--- src/rtl/mem_access_unit_if.sv ---
// Bundle of the upstream op handshake and the data-memory req/ack port.
// The slave view belongs to the memory-access stage; master is the ALU/memory side.
interface mem_access_unit_if #(
  parameter int DATA_W = 32,
  parameter int ADDR_W = 32
);
  localparam int BE_W = DATA_W / 8;

  logic              in_valid;
  logic              in_ready;
  logic              isld;
  logic              isst;
  logic [1:0]        size;
  logic              ld_signed;
  logic [ADDR_W-1:0] aluresult;
  logic [DATA_W-1:0] op2;
  logic              out_valid;
  logic [DATA_W-1:0] ldresult;
  logic              misalign;
  logic              timeout;
  logic              mem_req;
  logic              mem_we;
  logic [ADDR_W-1:0] mem_addr;
  logic [BE_W-1:0]   mem_be;
  logic [DATA_W-1:0] mem_wdata;
  logic              mem_ack;
  logic [DATA_W-1:0] mem_rdata;

  modport master (
    output in_valid, isld, isst, size, ld_signed, aluresult, op2, mem_ack, mem_rdata,
    input  in_ready, out_valid, ldresult, misalign, timeout,
           mem_req, mem_we, mem_addr, mem_be, mem_wdata
  );

  modport slave (
    input  in_valid, isld, isst, size, ld_signed, aluresult, op2, mem_ack, mem_rdata,
    output in_ready, out_valid, ldresult, misalign, timeout,
           mem_req, mem_we, mem_addr, mem_be, mem_wdata
  );
endinterface

--- src/rtl/mem_access_unit.sv ---
// Memory-access pipeline stage: one ld/st per handshake, byte-lane steering,
// load extension, bypass for non-memory ops, misalignment and ack-timeout reporting.
module mem_access_unit #(
  parameter int DATA_W   = 32,
  parameter int ADDR_W   = 32,
  parameter int MAX_WAIT = 15
) (
  input logic              clk,
  input logic              rst_n,
  mem_access_unit_if.slave bus
);
  localparam int BE_W   = DATA_W / 8;
  localparam int LANE_W = $clog2(BE_W);
  localparam int CNT_W  = 8;

  typedef enum logic {IDLE, REQ} state_t;

  state_t            state;
  logic [CNT_W-1:0]  wait_cnt;
  logic [1:0]        size_reg;
  logic              signed_reg;
  logic [LANE_W-1:0] lane_reg;
  logic              out_valid_reg;
  logic              misalign_reg;
  logic              timeout_reg;
  logic              mem_req_reg;
  logic              mem_we_reg;
  logic [ADDR_W-1:0] mem_addr_reg;
  logic [BE_W-1:0]   mem_be_reg;
  logic [DATA_W-1:0] mem_wdata_reg;
  logic [DATA_W-1:0] ldresult_reg;

  logic [LANE_W-1:0] lane;
  logic              is_mem;
  logic              aligned;
  logic [BE_W-1:0]   be_next;
  logic [DATA_W-1:0] wdata_next;
  logic [DATA_W-1:0] rdata_shifted;
  logic [DATA_W-1:0] keep_mask;
  logic              sign_bit;
  logic [DATA_W-1:0] ld_ext;

  assign lane   = bus.aluresult[LANE_W-1:0];
  assign is_mem = bus.isld || bus.isst;

  always_comb begin
    aligned = 1'b1;
    case (bus.size)
      2'b01:   aligned = ~bus.aluresult[0];
      2'b10:   aligned = (bus.aluresult[1:0] == 2'b00);
      2'b11:   aligned = (DATA_W == 64) && (bus.aluresult[2:0] == 3'b000);
      default: aligned = 1'b1;
    endcase
  end

  // Per-lane enable and write data: a lane is enabled when it shares the access's
  // naturally aligned container; its data comes from the matching byte of op2.
  genvar gi;
  generate
    for (gi = 0; gi < BE_W; gi++) begin : g_lane
      assign be_next[gi] =
          (bus.size == 2'b00) ? (int'(lane) == gi) :
          (bus.size == 2'b01) ? ((int'(lane) >> 1) == (gi >> 1)) :
          (bus.size == 2'b10) ? ((int'(lane) >> 2) == (gi >> 2)) : 1'b1;
      assign wdata_next[8*gi +: 8] =
          (bus.size == 2'b00) ? bus.op2[7:0] :
          (bus.size == 2'b01) ? bus.op2[8*(gi%2) +: 8] :
          (bus.size == 2'b10) ? bus.op2[8*(gi%4) +: 8] : bus.op2[8*gi +: 8];
    end
  endgenerate

  assign rdata_shifted = bus.mem_rdata >> {lane_reg, 3'b000};

  always_comb begin
    keep_mask = '1;
    sign_bit  = 1'b0;
    case (size_reg)
      2'b00: begin
        keep_mask = DATA_W'(8'hFF);
        sign_bit  = rdata_shifted[7];
      end
      2'b01: begin
        keep_mask = DATA_W'(16'hFFFF);
        sign_bit  = rdata_shifted[15];
      end
      2'b10: begin
        keep_mask = DATA_W'(32'hFFFF_FFFF);
        sign_bit  = rdata_shifted[31];
      end
      default: begin
        keep_mask = '1;
        sign_bit  = rdata_shifted[DATA_W-1];
      end
    endcase
    ld_ext = (rdata_shifted & keep_mask) | ((signed_reg && sign_bit) ? ~keep_mask : '0);
  end

  always_ff @(posedge clk) begin
    if (!rst_n) begin
      state         <= IDLE;
      wait_cnt      <= '0;
      size_reg      <= 2'b00;
      signed_reg    <= 1'b0;
      lane_reg      <= '0;
      out_valid_reg <= 1'b0;
      misalign_reg  <= 1'b0;
      timeout_reg   <= 1'b0;
      mem_req_reg   <= 1'b0;
      mem_we_reg    <= 1'b0;
      mem_addr_reg  <= '0;
      mem_be_reg    <= '0;
      mem_wdata_reg <= '0;
      ldresult_reg  <= '0;
    end else begin
      out_valid_reg <= 1'b0;
      case (state)
        IDLE: begin
          if (bus.in_valid) begin
            if (!is_mem) begin
              out_valid_reg <= 1'b1;
              misalign_reg  <= 1'b0;
              timeout_reg   <= 1'b0;
              ldresult_reg  <= DATA_W'(bus.aluresult);
            end else if (!aligned) begin
              out_valid_reg <= 1'b1;
              misalign_reg  <= 1'b1;
              timeout_reg   <= 1'b0;
              ldresult_reg  <= '0;
            end else begin
              // A store with isld also high is demoted to a load.
              state         <= REQ;
              wait_cnt      <= '0;
              size_reg      <= bus.size;
              signed_reg    <= bus.ld_signed;
              lane_reg      <= lane;
              mem_req_reg   <= 1'b1;
              mem_we_reg    <= bus.isst && !bus.isld;
              mem_addr_reg  <= {bus.aluresult[ADDR_W-1:LANE_W], {LANE_W{1'b0}}};
              mem_be_reg    <= be_next;
              mem_wdata_reg <= wdata_next;
            end
          end
        end
        REQ: begin
          // An ack in the final allowed cycle still counts as a normal completion.
          if (bus.mem_ack) begin
            state         <= IDLE;
            mem_req_reg   <= 1'b0;
            out_valid_reg <= 1'b1;
            misalign_reg  <= 1'b0;
            timeout_reg   <= 1'b0;
            ldresult_reg  <= mem_we_reg ? '0 : ld_ext;
          end else if (wait_cnt == CNT_W'(MAX_WAIT - 1)) begin
            state         <= IDLE;
            wait_cnt      <= wait_cnt + 1'b1;
            mem_req_reg   <= 1'b0;
            out_valid_reg <= 1'b1;
            misalign_reg  <= 1'b0;
            timeout_reg   <= 1'b1;
            ldresult_reg  <= '0;
          end else begin
            wait_cnt <= wait_cnt + 1'b1;
          end
        end
        default: state <= IDLE;
      endcase
    end
  end

  assign bus.in_ready  = (state == IDLE);
  assign bus.out_valid = out_valid_reg;
  assign bus.ldresult  = ldresult_reg;
  assign bus.misalign  = misalign_reg;
  assign bus.timeout   = timeout_reg;
  assign bus.mem_req   = mem_req_reg;
  assign bus.mem_we    = mem_we_reg;
  assign bus.mem_addr  = mem_addr_reg;
  assign bus.mem_be    = mem_be_reg;
  assign bus.mem_wdata = mem_wdata_reg;

endmodule

--- src/flat_wrapper.sv ---
// flat-port wrapper written by rule: the top's interface ports become plain ports
module mem_access_unit_flat 
#(
  parameter int DATA_W   = 32,
  parameter int ADDR_W   = 32,
  parameter int MAX_WAIT = 15
)
  (clk, rst_n, bus_in_valid, bus_isld, bus_isst, bus_size, bus_ld_signed, bus_aluresult, bus_op2, bus_mem_ack, bus_mem_rdata, bus_in_ready, bus_out_valid, bus_ldresult, bus_misalign, bus_timeout, bus_mem_req, bus_mem_we, bus_mem_addr, bus_mem_be, bus_mem_wdata);
  mem_access_unit_if #(.DATA_W(DATA_W), .ADDR_W(ADDR_W)) bus_i ();
  input logic clk;
  input logic rst_n;
  input wire logic [$bits(bus_i.in_valid)-1:0] bus_in_valid;
  input wire logic [$bits(bus_i.isld)-1:0] bus_isld;
  input wire logic [$bits(bus_i.isst)-1:0] bus_isst;
  input wire logic [$bits(bus_i.size)-1:0] bus_size;
  input wire logic [$bits(bus_i.ld_signed)-1:0] bus_ld_signed;
  input wire logic [$bits(bus_i.aluresult)-1:0] bus_aluresult;
  input wire logic [$bits(bus_i.op2)-1:0] bus_op2;
  input wire logic [$bits(bus_i.mem_ack)-1:0] bus_mem_ack;
  input wire logic [$bits(bus_i.mem_rdata)-1:0] bus_mem_rdata;
  output wire logic [$bits(bus_i.in_ready)-1:0] bus_in_ready;
  output wire logic [$bits(bus_i.out_valid)-1:0] bus_out_valid;
  output wire logic [$bits(bus_i.ldresult)-1:0] bus_ldresult;
  output wire logic [$bits(bus_i.misalign)-1:0] bus_misalign;
  output wire logic [$bits(bus_i.timeout)-1:0] bus_timeout;
  output wire logic [$bits(bus_i.mem_req)-1:0] bus_mem_req;
  output wire logic [$bits(bus_i.mem_we)-1:0] bus_mem_we;
  output wire logic [$bits(bus_i.mem_addr)-1:0] bus_mem_addr;
  output wire logic [$bits(bus_i.mem_be)-1:0] bus_mem_be;
  output wire logic [$bits(bus_i.mem_wdata)-1:0] bus_mem_wdata;
  assign bus_i.in_valid = bus_in_valid;
  assign bus_i.isld = bus_isld;
  assign bus_i.isst = bus_isst;
  assign bus_i.size = bus_size;
  assign bus_i.ld_signed = bus_ld_signed;
  assign bus_i.aluresult = bus_aluresult;
  assign bus_i.op2 = bus_op2;
  assign bus_i.mem_ack = bus_mem_ack;
  assign bus_i.mem_rdata = bus_mem_rdata;
  assign bus_in_ready = bus_i.in_ready;
  assign bus_out_valid = bus_i.out_valid;
  assign bus_ldresult = bus_i.ldresult;
  assign bus_misalign = bus_i.misalign;
  assign bus_timeout = bus_i.timeout;
  assign bus_mem_req = bus_i.mem_req;
  assign bus_mem_we = bus_i.mem_we;
  assign bus_mem_addr = bus_i.mem_addr;
  assign bus_mem_be = bus_i.mem_be;
  assign bus_mem_wdata = bus_i.mem_wdata;
  mem_access_unit #(.DATA_W(DATA_W), .ADDR_W(ADDR_W), .MAX_WAIT(MAX_WAIT)) u_core (.clk(clk), .rst_n(rst_n), .bus(bus_i));
endmodule
--- config.mk ---
export PLATFORM = sky130hd
export DESIGN_NAME = mem_access_unit_flat
export DESIGN_NICKNAME = d
export VERILOG_FILES = /design/src/rtl/mem_access_unit_if.sv /design/src/rtl/mem_access_unit.sv /design/src/flat_wrapper.sv
export SDC_FILE = /design/constraint.sdc
export NUM_CORES = 1
export LEC_CHECK = 0
export BUFFER_PORTS_ARGS = -buffer_cell sky130_fd_sc_hd__buf_2
export CORE_ASPECT_RATIO = 2
export CORE_MARGIN = 1
export CORE_UTILIZATION = 38
export DETAILED_ROUTE_END_ITERATION = 16
export HOLD_SLACK_MARGIN = 0.1
export PLACE_DENSITY = 0.7
export SKIP_CTS_REPAIR_TIMING = 1
export SLEW_MARGIN = 10
export SYNTH_ARGS = -nofsm -noshare
export SYNTH_HDL_FRONTEND = slang
export SYNTH_SLANG_ARGS = --single-unit
--- constraint.sdc ---
create_clock -name clk -period 3.9 [get_ports clk]
set_clock_uncertainty 0.1 [all_clocks]
set_input_delay 0.39 -clock clk [delete_from_list [all_inputs] [get_ports clk]]
set_output_delay 0.39 -clock clk [all_outputs]
set_load 0.01 [all_outputs]
==> results.tsv, run 1 <==
metric	value	unit
fill_cells	1439	
path_delay_family	simple AND/OR/NAND/NOR gates	
crit_fanout	38	
ys_seq_area_frac	0.403	
dr.pass1.iters	4	
clkLatencyLatePin	0.41	ns
first_iter_violations	366	
drc	0	
viasPerCell	5.85	
setup-tns-final	0	ns
avgSynthCellArea	8.68	sq um
core	0.0149	sq mm
grt_pass1_wl	31300	microns
max-cap-violations	0	
yosys.area_share.simple	0.140	
grt-ovfl-total	0	
ys_types	54	
cts-root-buf	clkbuf_16	
antenna_left	0	
crit_type	flip-flop to flip-flop	
synth_top_cell_by_area	dfxtp_1	
rsz0062_at_grt	false	
yosys.area_share.xor_xnor	0.00151	
grt_max_degree	53	
vias	6122	
synth_mux_area_frac	0.0762	
hold_viol_final	0	
syn_inst	670	
synth_area	0.00581	sq mm
port_buffers	208	
grt_pass1_vias	5765	
antenna_cells	0	
clock_path_buffers	2	
antenna_found_initial	0	
yosysTopAreaCellShare	0.403	
synth-edff-count	0	
ctsHtreeMaxLevel	4	
dp.cells	1017	
cts_inserted_buffers	17	
worst-slew-pin-transition	0.936	ns
area_growth	29.4	%
drive_gt1_frac	0.335	
max-slew-margin-rel	0.374	
synthTopCellsByArea	dfxtp_1, a21oi_1, mux2i_1	
max_stage_delay	0.86	ns
cp_cell_sequence	nor2b_1 > nor2b_4 > buf_12 > a21oi_1 > a211oi_1	
synth_top_family_by_area	compound AO/OA/AOI/OAI gates	
ys_warn_count	0	
rows	63	
finalCritPeriodShare	0.635	
fin_crit	2.47	ns
status	complete, no violations	
min_path_type	input port to flip-flop	
wl_per_cell	19.7	microns
place.detailed.hpwl	14900	microns
cp-end-kind	flip-flop	
crit_arrival	2.70	ns
ioPinCount	211	
cts_tree	built	
fp.dieW	89.5	microns
p_leak	3.17	nW
dieArea	0.0158	sq mm
cts_num_sinks	117	
place.gp.congestion	0.875	
async_reset_ff_frac	0	
final_max_slew_viol_count	0	
clk_pin_slew	0.05	ns
final_nets	948	
floorplan.initialDensity	0.390	
ir_worst_vdd	0.296	mV
finalSetupViolations	0	
synth_compound_area_frac	0.311	
routed_wl	20700	microns
ys_ff_latch	117	
instances_no_fill	1047	
dieHeight	177	microns
fmax	404	MHz
crit_slowest_cell	nor2b_4	
start_kind	flip-flop	
cp_data_required_time	4.12	ns
synth_flop_cell	dfxtp_1	
crit_buf_inv	1	
synthAdderAreaFrac	0.00430	
power_density	454	mW/mm^2
track_usage	0.265	
[kinds of logic after synthesis]
family	after synthesis
AO/OA/AOI/OAI	272
AND/OR/NAND/NOR	153
flip-flops	117
buffers and inverters	82
multiplexers	42
adder cells (fa/ha/maj)	2
other	1
XOR/XNOR	1
[through the flow]
step	setup WS [ns]	power [mW]	hold WS, ns	util	cell area [sq um]
after floorplan	1.95	1.66	0.357	-	5820
after global placement	1.34	1.90	0.357	0.466	6950
after detailed placement	1.26	1.90	0.364	0.466	6950
after CTS	1.44	3.43	0.106	0.505	7520
after global routing	1.26	3.54	0.110	0.505	7520
final	1.43	3.41	0.120	0.505	7520
[layout by cell type (no fill, tap or decap), types with 3 or more instances in the layout]
cell type,count
buf_2,208
dfxtp_1,117
a21oi_1,89
o21ai_0,64
nand3_1,55
mux2i_1,33
a32oi_1,24
nand2_1,23
nor3_1,20
a211oi_1,19
clkbuf_16,17
buf_4,17
o211ai_1,12
nor2b_1,10
a311oi_2,10
and3_1,10
a311oi_1,9
o31ai_1,9
mux2_2,8
nand3b_1,8
a221o_1,7
a211o_1,7
inv_1,6
nor2_1,5
clkinv_2,5
nand2b_1,4
nand4b_1,3
o2111ai_1,3
o21a_1,3
or2_2,3
clkbuf_8,3
[cell usage after synthesis (2+ instances only)]
library cell / n
buf_2: 9
a211oi_1: 19
or2_2: 3
nand4b_1: 3
mux2i_1: 33
a311oi_2: 10
o21a_1: 4
o22ai_1: 2
o211ai_1: 12
nand2_1: 23
o21ai_1: 2
mux2_2: 8
inv_1: 6
a311oi_1: 9
ha_1: 2
buf_6: 4
and3_1: 10
nand2b_1: 4
o21ai_0: 64
a211o_1: 7
a221o_1: 7
o31ai_1: 9
nand3_1: 55
nor2_1: 5
dfxtp_1: 117
clkbuf_1: 50
nor2b_1: 11
or2_1: 2
buf_4: 5
nand4_1: 2
a21o_1: 2
a41oi_1: 2
nand3b_1: 8
a32oi_1: 24
nor3b_1: 2
buf_1: 7
a21oi_1: 89
nor3_1: 21
o2111ai_1: 3
[final timing paths]
path                                         startpoint                 endpoint  slack [ns]  cells after the start
worst max-delay path                       u_core.state  u_core.bus.mem_wdata[8]        1.43                      5
worst min-delay path                  bus_aluresult[12]  u_core.bus.ldresult[12]        0.12                      2
worst max register to register             u_core.state  u_core.bus.mem_wdata[8]        1.43                      5
worst min register to register  u_core.bus.mem_wdata[2]  u_core.bus.mem_wdata[2]        0.37                      2
[power breakdown]
group / switching [mW] / internal [mW] / total [mW] / leakage, nW
sequential: 0.0470 / 1.27 / 1.32 / 0.956
clock: 0.553 / 0.979 / 1.53 / 0.281
combinational: 0.348 / 0.215 / 0.563 / 1.93
total: 0.948 / 2.46 / 3.41 / 3.17
[cell type report]
type | instances | area (sq um) | share of cell area
clock inverters | 9 | 104 | 0.0138
well taps | 195 | 244 | 0.0324
repair buffers | 226 | 1190 | 0.158
clock buffers | 21 | 470 | 0.0626
inverters | 7 | 27.5 | 0.00366
multi-input cells | 472 | 3140 | 0.418
flip-flops and latches | 117 | 2340 | 0.311
[routing by layer]
metal	share of wire	up-vias	track usage
li1	-	2895	-
met4	0.057	0	0.155
met1	0.36	2881	0.284
met3	0.065	65	0.0630
met2	0.52	281	0.457
met5	0	-	0
[worst reg2reg max path: stages (launching register included)]
cell      delay (ns)
dfxtp_1         0.38
nor2b_1         0.39
nor2b_4         0.86
buf_12          0.29
a21oi_1         0.12
a211oi_1        0.24
Note: power is estimated with default switching activity, not from simulation.
==> inputs of run 2 (changes only) <==
- ABC_AREA: unset -> 1
- clock period: 3.9 -> 2.4 ns (I/O delays scaled with it)
==> run 2 against run 1 <==
Effect of this change: hold slack lost 0.052 ns; via count rose by 6.4%; die area down 2.3%; core utilization grew 4.2 points.
==> results.tsv, run 2 <==
metric	value	unit	change
rows	62		-1.6%
antenna_cells	0		unchanged
min_to	u_core.bus.mem_wdata[0]		
cp-end-kind	flip-flop		
syn_inst	839		+25%
ys_warn_count	0		unchanged
synth-edff-count	0		unchanged
yosysTopAreaCellShare	0.412		+0.00949
dp.cells	1194		+17%
rsz0062_at_grt	false		
floorplan.initialDensity	0.392		+0.00131
synth_area	0.00568	sq mm	-2.3%
final_util	0.546		+0.0417
ctsHtreeMaxLevel	4		unchanged
final_common_cell	buf_2		
hold_viol_final	0		unchanged
dr.pass1.iters	6		+2
cts_inserted_buffers	17		unchanged
start_kind	input port		
wl_per_cell	15.7	microns	-20%
synth_top_cell_by_area	dfxtp_1		
first_iter_violations	352		-3.8%
track_usage	0.251		-0.0139
dieArea	0.0155	sq mm	-2.3%
core	0.0145	sq mm	-2.6%
crit_fanout	20		-47%
cts_tree	built		
dieHeight	175	microns	-1.1%
fmax	456	MHz	
cts-root-buf	clkbuf_16		
synth_flop_cell	dfxtp_1		
port_buffers	208		unchanged
power_density	705	mW/mm^2	+55%
antenna_left	0		unchanged
worstHoldStart	bus_op2[0]		
reg2reg_to	u_core.bus.ldresult[26]		
hold_depth	3		+1
crit_arrival	2.39	ns	-0.31 ns
clk_pin_slew	0.06	ns	about the same
cts_num_sinks	117		unchanged
fin_crit	2.19	ns	
worst-slew-pin-transition	0.549	ns	-0.387 ns
min_path_type	input port to flip-flop		
max-cap-violations	0		unchanged
routed_wl	20100	microns	-2.7%
cp_data_required_time	2.60	ns	-1.52 ns
ir_worst_vdd	0.486	mV	+64%
synth_common_cells	nand2_1, dfxtp_1, nor2_1		
finalSetupViolations	0		unchanged
p_leak	3.88	nW	+22%
viasPerCell	5.09		-13%
async_reset_ff_frac	0		unchanged
synthTopCellsByArea	dfxtp_1, nand2_1, a21oi_1		
place.detailed.hpwl	14400	microns	-3.2%
drive_gt1_frac	0.251		-0.0838
final_nets	1183		+25%
antenna_found_initial	0		unchanged
grt_max_degree	112		+110%
vias	6515		+6.4%
power	5.59	mW	+64%
grt_pass1_wl	29600	microns	-5.3%
reg2reg_depth	8		+3
whs	0.0679	ns	-0.0524 ns
avgSynthCellArea	6.77	sq um	-22%
drc	0		unchanged
grt-ovfl-total	0		unchanged
fp.dieW	88.5	microns	-1.1%
status	complete, no violations		
clock_path_buffers	2		unchanged
instances_no_fill	1281		+22%
final_max_slew_viol_count	0		unchanged
ys_seq_area_frac	0.412		+0.00949
ff2ff_setup_slack	0.38	ns	-1.05 ns
ys_types	33		-39%
finalCritPeriodShare	0.914		
ioPinCount	211		unchanged
ys_ff_latch	117		unchanged
area_growth	39.6	%	
r2r_start	u_core.size_reg[1]		
grt_pass1_vias	5975		+3.6%
mostFrequentLayoutCells	buf_2, nand2_1, nor2_1, dfxtp_1, a21oi_1		
crit_type	input port to flip-flop		
setup-tns-final	0	ns	unchanged
place.gp.congestion	0.897		+2.5%
max-slew-margin-rel	0.634		+0.259
clkLatencyLatePin	0.40	ns	about the same
synth_most_common_cell	nand2_1		
[run 2: cell types whose count changed in the layout (fill, tap and decap cells not counted), moves of 11 or more]
cell           change
o211ai_1          -11
a211oi_1          -19
nor3_1            -17
mux2i_1           -33
dlygate4sd3_1     +55
a32oi_1           -24
a21oi_1           +13
o21ai_1           +49
nand2_1          +147
nor2_1           +112
inv_1             +33
[run 2: worst max path at each step]
| stage | startpoint | endpoint | cells past startpoint |
|---|---|---|---|
| after floorplan | u_core.wait_cnt[0] | u_core.bus.ldresult[23] | 8 |
| after global placement | bus_size[1] | u_core.bus.ldresult[2] | 10 |
| after detailed placement | bus_size[1] | u_core.bus.ldresult[19] | 10 |
| after CTS | u_core.size_reg[1] | u_core.bus.ldresult[26] | 8 |
| after global routing | bus_isst | u_core.bus.ldresult[4] | 11 |
| final | bus_isst | u_core.bus.ldresult[4] | 11 |
[run 2: cell families after synthesis]
group	share of synthesized area
AOI/OAI and AO/OA	0.228
adders and majority gates	0.00440
buffers and inverters	0.0866
DFF	0.412
other	0.000660
and+or+nand+nor	0.268
[run 2: through the flow]
| step | worst slack (ns) | area (sq um) |
|---|---|---|
| after floorplan | 0.799 | 5680 |
| after global placement | 0.403 | 6800 |
| after detailed placement | 0.352 | 6800 |
| after CTS | 0.429 | 7380 |
| after global routing | 0.0394 | 7930 |
| final | 0.205 | 7930 |
[run 2: worst max-delay path, cell delays in order]
cell and delay, ns:
dlygate4sd3_1 0.55, buf_2 0.14, nor2_1 0.22, inv_2 0.07, nand3_1 0.12, nand2_2 0.24, nand2_4 0.31, buf_4 0.28
nand3_1 0.09, nand2_1 0.07, nor2_1 0.04
[run 2: power by group]
part / leakage, nW / switching (mW) / internal, mW / total [mW]
combinational: 2.65 / 0.563 / 0.380 / 0.944
clock: 0.273 / 0.962 / 1.54 / 2.50
sequential: 0.958 / 0.0694 / 2.07 / 2.14
total: 3.88 / 1.59 / 3.99 / 5.59
[run 2: area by class of cell]
cell class,count,area [sq um]
fillers,1439,6580
multi-input cells,613,2850
flip-flops and latches,117,2340
repair buffers,277,1720
clock buffers,18,429
well taps,192,240
inverters,50,191
clock inverters,14,153
[run 2: per-layer routing]
metal	up-vias	GRT usage	wire length, microns	part of all wire
met5	-	0	0	0
met4	0	0.134	856	0.043
met3	54	0.0383	976	0.049
met2	249	0.478	11100	0.55
met1	2962	0.247	7140	0.35
li1	3250	-	-	-
==> inputs of run 3 (changes only) <==
- CORE_UTILIZATION: 38 -> 35
- PLACE_DENSITY: 0.7 -> 0.66
==> run 3 against run 2 <==
Effect of this change: register-to-register slack worse by 0.18 ns; clock power about the same; cell count up 1.1%; sequential share of layout area is 0.18 points lower; power increased by 0.43%.
==> results.tsv, run 3 (same netlist as run 2, synthesis figures left out) <==
metric	value	unit	change
dieArea	0.0168	sq mm	+8.4%
ctsHtreeMaxLevel	4		unchanged
min_path_type	input port to flip-flop		
wl_per_cell	15.8	microns	+0.37%
dp.cells	1208		+1.2%
core	0.0159	sq mm	+9.3%
max-slew-margin-rel	0.595		-0.0384
rsz0062_at_grt	false		
final_max_slew_viol_count	0		unchanged
grt_max_degree	42		-63%
first_iter_violations	279		-21%
cts_num_sinks	117		unchanged
finalCritPeriodShare	0.927		+0.0123
start_kind	input port		
crit_slowest_cell	dlygate4sd3_1		
grt_pass1_wl	30800	microns	+3.8%
crit_top_cell	dlygate4sd3_1		
hold_viol_final	0		unchanged
dieHeight	182	microns	+4.2%
vias	6547		+0.49%
cts-root-buf	clkbuf_16		
status	complete, no violations		
cts_inserted_buffers	17		unchanged
crit_fanout	37		+85%
cp_cell_sequence	dlygate4sd3_1 > buf_2 > nand2_1 > nand4_1 > clkinv_2 > buf_12 > o211ai_1 > o21ai_1 > dlygate4sd3_1		
power_density	703	mW/mm^2	-0.19%
drc	0		unchanged
antenna_cells	0		unchanged
clkLatencyLatePin	0.42	ns	+0.02 ns
viasPerCell	5.06		-0.60%
whs	0.0400	ns	-0.0279 ns
track_usage	0.238		-0.0131
cp-end-kind	flip-flop		
fmax	450	MHz	-1.3%
final_common_cell	buf_2		
crit_type	input port to flip-flop		
place.detailed.hpwl	14900	microns	+3.1%
grt_pass1_vias	6114		+2.3%
port_buffers	208		unchanged
max-cap-violations	0		unchanged
antenna_left	0		unchanged
area_growth	40.4	%	
clk_pin_slew	0.06	ns	about the same
mostFrequentLayoutCells	buf_2, nand2_1, nor2_1, dfxtp_1, a21oi_1		
grt-ovfl-total	0		unchanged
finalSetupViolations	0		unchanged
setup-tns-final	0	ns	unchanged
routed_wl	20400	microns	+1.5%
place.gp.congestion	0.848		-5.5%
crit_arrival	2.43	ns	+0.04 ns
clock_path_buffers	2		unchanged
cp_data_required_time	2.60	ns	about the same
fill_cells	1591		+11%
antenna_found_initial	0		unchanged
fp.dieW	92.1	microns	+4.1%
ioPinCount	211		unchanged
cts_tree	built		
p_leak	3.90	nW	+0.60%
fin_crit	2.22	ns	+0.0294 ns
worst-slew-pin-transition	0.607	ns	+0.0576 ns
max_stage_delay	0.56	ns	about the same
instances_no_fill	1295		+1.1%
drive_gt1_frac	0.255		+0.00434
final_nets	1188		+0.42%
floorplan.initialDensity	0.358		-0.0334
dr.pass1.iters	5		-1
ir_worst_vdd	0.523	mV	+7.6%
rows	65		+4.8%
-- run 3: cell count changes in the layout (fill, tap and decap cells not counted), sizes merged --
cell,delta
buf,+5
clkbuf,-1
clkinvlp,+1
-- run 3: routing by layer --
metal  GRT usage  vias to the layer above  routed length (microns)
li1            -                     3257                        -
met1       0.232                     3005                     7230
met2       0.459                      237                    11500
met3      0.0471                       48                      918
met4       0.121                        0                      777
met5           0                        -                        0
-- run 3: report_power, final --
part	total (mW)	internal (mW)	switching, mW	leakage, nW
combinational	0.956	0.386	0.570	2.67
clock	2.51	1.53	0.982	0.272
sequential	2.14	2.07	0.0677	0.958
-- run 3: worst paths after layout --
check / endpoint / cells after the start / slack (ns) / from
worst max-delay path: u_core.bus.mem_wdata[23] / 9 / 0.18 / bus_aluresult[0]
worst min-delay path: u_core.bus.mem_addr[19] / 3 / 0.04 / bus_aluresult[19]
worst max register to register: u_core.bus.mem_wdata[23] / 7 / 0.20 / u_core.state
worst min register to register: u_core.bus.timeout / 2 / 0.36 / u_core.bus.timeout
-- run 3: area by class of cell --
class / count / area (sq um) / area share
Clock buffer: 17 / 425 / 0.0533
Clock inverter: 15 / 156 / 0.0196
Inverter: 50 / 191 / 0.0240
Multi-Input combinational cell: 613 / 2850 / 0.357
Sequential cell: 117 / 2340 / 0.294
Tap cell: 201 / 251 / 0.0315
Timing Repair Buffer: 282 / 1760 / 0.221
-- run 3: worst max-delay path: cells and delay by family --
kind / cells / cell delay (ns)
simple gates: 2 / 0.18
compound gates: 2 / 0.16
buf+inv: 5 / 1.83
-- run 3: per-stage QoR --
step | total power [mW] | area [sq um] | setup slack, ns | util
after floorplan | 2.69 | 5680 | 0.799 | -
after global placement | 3.06 | 6840 | 0.585 | 0.432
after detailed placement | 3.06 | 6840 | 0.518 | 0.432
after CTS | 5.58 | 7430 | 0.498 | 0.468
after global routing | 5.86 | 7980 | 0.0522 | 0.503
final | 5.61 | 7980 | 0.176 | 0.503
